File: src/rtl/bbus_pipe.sv
// Registered B-bus source multiplexer with stall hold, out-of-range select flagging
// and an optional debug scan sequencer (compiled in when BBUS_PIPE_SCAN_EN is defined).
module bbus_pipe #(
  parameter int unsigned DATA_W  = 19,
  parameter int unsigned NUM_SRC = 15,
  parameter int unsigned SEL_W   = 4
) (
  input  logic                      clk,
  input  logic                      rst_n,
  input  logic [NUM_SRC*DATA_W-1:0] i_src_bus,
  input  logic [SEL_W-1:0]          i_b_sel,
  input  logic                      i_sel_valid,
  input  logic                      i_stall,
  input  logic                      i_scan_start,
  output logic [DATA_W-1:0]         o_b_out,
  output logic                      o_b_valid,
  output logic [SEL_W-1:0]          o_b_idx,
  output logic                      o_sel_err,
  output logic                      o_scan_busy,
  output logic                      o_scan_done
);

  localparam int unsigned        CMP_W     = SEL_W + 1;
  localparam logic [CMP_W-1:0]   NUM_SRC_C = CMP_W'(NUM_SRC);

  logic [DATA_W-1:0] r_b_out;
  logic              r_b_valid;
  logic [SEL_W-1:0]  r_b_idx;
  logic              r_sel_err;

  logic [SEL_W-1:0]  w_mux_idx;
  logic [DATA_W-1:0] w_mux_data;
  logic              w_in_range;

`ifdef BBUS_PIPE_SCAN_EN
  localparam logic [SEL_W-1:0] LAST_IDX = SEL_W'(NUM_SRC - 1);

  typedef enum logic {
    ST_NORMAL = 1'b0,
    ST_SCAN   = 1'b1
  } state_t;

  state_t           r_state;
  logic [SEL_W-1:0] r_cnt;
  logic             r_scan_busy;
  logic             r_scan_done;
`else
  logic w_unused_scan_start;
  assign w_unused_scan_start = i_scan_start;
`endif

  // Mux index: scan counter while scanning, source 0 on scan entry, else the select.
  always_comb begin
    w_mux_idx = i_b_sel;
`ifdef BBUS_PIPE_SCAN_EN
    if (r_state == ST_SCAN) begin
      w_mux_idx = r_cnt;
    end else if (i_scan_start) begin
      w_mux_idx = '0;
    end
`endif
  end

  // Out-of-range indices fall through to zero.
  always_comb begin
    w_mux_data = '0;
    for (int k = 0; k < int'(NUM_SRC); k++) begin
      if (w_mux_idx == SEL_W'(k)) begin
        w_mux_data = i_src_bus[k*DATA_W +: DATA_W];
      end
    end
  end

  assign w_in_range = ({1'b0, i_b_sel} < NUM_SRC_C);

  always_ff @(posedge clk or negedge rst_n) begin
    if (!rst_n) begin
      r_b_out     <= '0;
      r_b_valid   <= 1'b0;
      r_b_idx     <= '0;
      r_sel_err   <= 1'b0;
`ifdef BBUS_PIPE_SCAN_EN
      r_state     <= ST_NORMAL;
      r_cnt       <= '0;
      r_scan_busy <= 1'b0;
      r_scan_done <= 1'b0;
`endif
    end else if (!i_stall) begin
`ifdef BBUS_PIPE_SCAN_EN
      r_scan_done <= 1'b0;
      if (r_state == ST_SCAN) begin
        r_b_out   <= w_mux_data;
        r_b_idx   <= r_cnt;
        r_b_valid <= 1'b1;
        if (r_cnt == LAST_IDX) begin
          r_scan_done <= 1'b1;
          r_scan_busy <= 1'b0;
          r_cnt       <= '0;
          r_state     <= ST_NORMAL;
        end else begin
          r_cnt <= r_cnt + SEL_W'(1);
        end
      end else if (i_scan_start) begin
        // Scan entry wins over a simultaneous select; source 0 goes out on this edge.
        r_b_out     <= w_mux_data;
        r_b_idx     <= '0;
        r_b_valid   <= 1'b1;
        r_sel_err   <= 1'b0;
        r_scan_busy <= 1'b1;
        r_cnt       <= SEL_W'(1);
        r_state     <= ST_SCAN;
      end else
`endif
      if (i_sel_valid) begin
        r_b_out   <= w_in_range ? w_mux_data : '0;
        r_b_idx   <= i_b_sel;
        r_b_valid <= 1'b1;
        r_sel_err <= ~w_in_range;
      end else begin
        r_b_valid <= 1'b0;
      end
    end
  end

  assign o_b_out     = r_b_out;
  assign o_b_valid   = r_b_valid;
  assign o_b_idx     = r_b_idx;
  assign o_sel_err   = r_sel_err;
`ifdef BBUS_PIPE_SCAN_EN
  assign o_scan_busy = r_scan_busy;
  assign o_scan_done = r_scan_done;
`else
  assign o_scan_busy = 1'b0;
  assign o_scan_done = 1'b0;
`endif

endmodule

File: config.mk
export PLATFORM = sky130hd
export DESIGN_NAME = bbus_pipe
export DESIGN_NICKNAME = d
export VERILOG_FILES = /design/src/rtl/bbus_pipe.sv
export SDC_FILE = /design/constraint.sdc
export NUM_CORES = 1
export LEC_CHECK = 0
export BUFFER_PORTS_ARGS = -buffer_cell sky130_fd_sc_hd__buf_4
export CAP_MARGIN = 20
export CORE_AREA = 2 2 126 128
export DETAILED_ROUTE_END_ITERATION = 6
export DIE_AREA = 0 0 128 130
export PLACE_DENSITY_LB_ADDON = 0.15
export SLEW_MARGIN = 20
export SYNTH_ARGS = -nofsm -noshare
export SYNTH_HDL_FRONTEND = slang
export SYNTH_SLANG_ARGS = --single-unit
File: constraint.sdc
create_clock -name clk -period 1.2 [get_ports clk]
set_input_delay 0.06 -clock clk [delete_from_list [all_inputs] [get_ports clk]]
set_output_delay 0.06 -clock clk [all_outputs]
set_load 0.02 [all_outputs]
## After elaboration in Yosys (flattened, before gate mapping)

Cells that the tools add are included.

| operators by class | value |
|---|---|
| add/sub/neg operators | 0 |
| $mul | 0 |
| divide/modulo/power cells | 0 |
| order comparisons | 1 |
| eq/ne operators | 14 |
| shifts and indexed selects | 0 |
| mux-type cells | 17 |
| bitwise logic cells | 2 |
| reduce and logical (&&, ||, !) cells | 2 |

Operators by type and width:

| kind | count |
|---|---|
| 19-bit two-way mux | 16 |
| 4-bit == test (second input constant) | 7 |
| 4-bit by 3-bit == test with 1-bit output (second input constant) | 4 |
| 4-bit by 2-bit == test with 1-bit output (second input constant) | 2 |
| 4-bit by 1-bit == test with 1-bit output (second input constant) | 1 |
| 4-bit zero test | 1 |
| 4-bit < comparator (second input constant) | 1 |
| 1-bit NOT | 2 |
| 2-bit AND reduction | 1 |
| 1-bit two-way mux | 1 |

| storage, ports and cells | value |
|---|---|
| register bits | 25 |
| latch bits | 0 |
| RAM bits | 0 |
| bits in read-only memories | 0 |
| input port bits | 294 |
| logic and storage cells | 40 |
| memories | 0 |

## Depth between registers and ports, before layout

| logic depth | value |
|---|---|
| depth in word-level cells | 17 |
| depth in mapped cells | 9 |
| gate-level depth less buffers | 5 |

## Worst setup path before layout

No wires, ideal clock.

| timing path | value |
|---|---|
| kind | input -> register |
| start point | in i_b_sel[0] |
| end point | reg r_b_out[0], in the netlist o_b_out[0] |
| library setup time | 0.121 ns |
| arrival time | 1.450 ns |
| path slack | -0.371 ns |
| stages | 6 |
| cell sequence | buf_6 -> mux4_2 -> a221oi_1 -> a31oi_1 -> or3_1 -> a22o_1 |

| on the way | value |
|---|---|
| longest elaborated chain between the ends | 17 |
| elaborated cells on any way between the ends | 32 |
| classes of those cells | order compare: 1; eq/ne: 14; mux: 16; reduce/logical: 1 |

Ends and longest elaborated chain:

| element | RTL line | RTL |
|---|---|---|
| start, declared | 11 | `input logic [SEL_W-1:0] i_b_sel,` |
| 4-bit zero test | 68 | `if (w_mux_idx == SEL_W'(k)) begin` |
| 19-bit two-way mux (15 in series) | 68 |  |
| 19-bit two-way mux (*) | 115 | `r_b_out <= w_in_range ? w_mux_data : '0;` |
| end signal, assigned | 115 |  |
| end, declared | 26 | `logic [DATA_W-1:0] r_b_out;` |

Mark *: on every way between the ends. The rest lies on a longest branch, timed or not.
A chain may end at the register's enable or synchronous reset.

## Worst setup path in the final report

| timing path | value |
|---|---|
| start point | in i_b_sel[0] |
| end point | reg r_b_out[4], in the netlist o_b_out[4] |

The elaborated chain is that of the path after synthesis.

==> out/results.ini <==
[run_status]
status = finished with violations
violations = negative setup slack

[grt]
grt_pass1_vias = 5689
antenna_found_initial = 0
grt_pass1_wl_um = 32800
overflow = 0
grt_max_degree = 26
track_usage_pct = 26.1

[timing]
fmax_ghz = 0.737
fin_setup_tns_ns = -1.35
finClkSkew_ns = 0
hold_violations = 0
rsz0062_at_grt = yes
final_max_slew_viol_count = 0
period_share_pct = 113
min_period_ns = 1.36
setup_ws_ns = -0.156
setup_violations = 17

[power_and_ir_drop]
powerDensity_nw_per_um2 = 627
p_seq_share_pct = 22.1
power_frac_clock_pct = 16.9
p_sw_share_pct = 35.6
netSwitchingPower_mw = 1.71
p_leak_nw = 3.62
ir_worst_vdd_uv = 448
internal_power_mw = 3.09
combPwrFrac_pct = 61.0

[synthesis]
yosys_warnings = 0
synth_seq_area_share_pct = 17.1
synth-main-ff-cell = dfrtp_1
synth_most_common_cell = nand2_1
ys_ff_latch = 25
ys_types = 56
syn-cell-area_um2 = 3660
yosysTopAreaCellShare_pct = 17.1
synth_common_cells = nand2_1, o21ai_0, dfrtp_1, mux4_2, a21oi_1
synth-edff-count = 0
ys_async_sr_fraction_pct = 100
netlist.top_cell.by_area = dfrtp_1
syn_area_per_cell_um2 = 8.31
synth_cells = 441
ys_top_cells_by_area = dfrtp_1, mux4_2, nand2_1, mux2i_1, mux2_2

[floorplan]
pin_count = 321
start_util_pct = 23.8
die_w_um = 128
die_h_um = 130
coreArea_um2 = 15400
die_area_um2 = 16600
num_rows = 46

[route]
wire_per_inst_um = 22.2
finalWirelength_um = 22900
drt_first_iter_violations = 317
dr.pass1.iters = 5
vias = 5520
postRouteAntennaNets = 0
drc = 0
viasPerCell = 5.34

[clocking]
clk_pin_slew_ns = 0.07
insertion_delay_ns = 0.27
clock_path_buffers = 2
htree_levels = 1
cts_root_buf = clkbuf_16
cts_tree = built
clock-sinks = 25
cts_buffers = 3

[setup_path]
cp.required_ns = 1.35
critPathCaptureType = register
path_cells = buf_16 -> mux2_4 -> a221oi_4 -> o22ai_2 -> a2111oi_4 -> buf_4 -> o31ai_2
critPathKind = input pin to register
worstPathMaxFanout = 4
cp_num_buf_inv = 2
worst_path_largest_cell_delay_ns = 0.39
critPathArrivalTime_ns = 1.51
startpoint_type = input pin
cp_slowest_cell = a2111oi_4
path_delay_family = compound AO/OA/AOI/OAI gates

[placed_design]
dpl_cell_area_um2 = 7010
port_buffers = 317
dp_hpwl_um = 19200
gp_congestion = 0.928
dp_slack_ns = -0.784

[job]
cap_violations = 0

[final_layout]
nets = 1136
num_antenna_cells = 0
fillers = 1523
fin_area_um2 = 7650
areaGrowthSynthToFinish_pct = 109
multi_input_area_um2 = 3070
regArea_um2 = 626
drive_gt1_share_pct = 63.5

[worst_hold_path]
hold_class = input pin to register

## path summary, 6_finish.rpt
check | start | to | slack (ns) | cells past startpoint
setup / recovery | i_b_sel[0] | o_b_out[4] | -0.16 | 7
hold / removal | i_stall | o_b_valid | 0.005 | 3
setup reg to reg | o_b_out[13] | o_b_out[13] | -0.03 | 3
hold reg to reg | o_b_idx[3] | o_b_idx[3] | 0.48 | 2
max in group asynchronous | rst_n | o_b_out[14] | 0.69 | 2
min in group asynchronous | rst_n | o_b_idx[2] | 0.24 | 2
## cells in the final DEF, fill, tap and decap left out, drive strengths merged, types with 5 or more instances in the layout
cell and n:
a21oi 23, a221oi 13, a22o 15, a22oi 10, a31oi 6, a32oi 8, buf 440, dfrtp 25
mux2 15, mux2i 19, mux4 24, nand2 65, nand2b 8, nand3 13, nor2 22, nor2b 11
nor3 5, o2111a 5, o211ai 11, o21ai 29, o22ai 6, o2bb2ai 8
## sequential cells by signal, indices dropped and copies added, names as in the netlist
register	count
o_b_valid	1
o_b_idx	4
o_b_out	19
o_sel_err	1
## worst register-to-register path, stage by stage (launching register included)
cell and delay (ns):
dfrtp_1 0.42, a221oi_1 0.29, o2111a_1 0.27, a32oi_1 0.11
## through the flow
| step | total power [mW] | cells | utilization, % | hold slack (ns) |
|---|---|---|---|---|
| 2_1_floorplan | 2.15 | 442 | - | -0.236 |
| 3_3_place_gp | 3.73 | 1011 | 45.4 | -0.00108 |
| 3_5_place_dp | 3.74 | 1011 | 45.4 | -0.000622 |
| 4_1_cts | 4.69 | 1024 | 48.1 | 0.00714 |
| 5_1_grt | 5.02 | 1033 | 49.6 | 0.0306 |
| 6_report | 4.79 | 1033 | 49.6 | 0.00473 |
## power groups by stage
stage / Clock [mW] / Sequential (mW) / Combinational (mW)
finish: 0.812 / 1.06 / 2.92
detailed placement: 0 / 1.07 / 2.67
global placement: 0 / 1.07 / 2.66
floorplan: 0 / 1.19 / 0.960
global route: 0.850 / 1.07 / 3.10
CTS: 0.813 / 1.06 / 2.82
## metal layers
layer  share of wire (%)  up-vias  GRT usage, %
li1                    -     2552             -
met1                  42     2663          34.9
met2                  50      271          44.5
met3                 6.4       34          2.95
met4                 2.4        0          8.02
met5                   0        -             0
## repair_timing
item	CTS	global route
setup endpoints to repair	19	19
setup buffers	4	10
gates cloned	4	0
hold buffers	1	0
endpoints found under the hold margin	25	0
pin swaps	25	15
resized for setup	44	39
## cell families (layout without fill, tap and decap cells)
family	Yosys count	in the layout	share of synthesized area [%]
other	1	2	0.102
flip-flops	25	25	17.1
buffers and inverters	50	449	7.04
multiplexers	58	58	24.7
AO/OA/AOI/OAI	168	168	33.4
AND/OR/NAND/NOR	139	139	17.8
## final cells by class
cell class,instances,share of cell area (%)
Timing Repair Buffer,442,47.2
Multi-Input combinational cell,367,40.2
Sequential cell,25,8.18
Tap cell,192,3.14
Clock buffer,3,0.982
Inverter,3,0.196
Clock inverter,1,0.0982
Note: power is estimated with default switching activity, not from simulation.
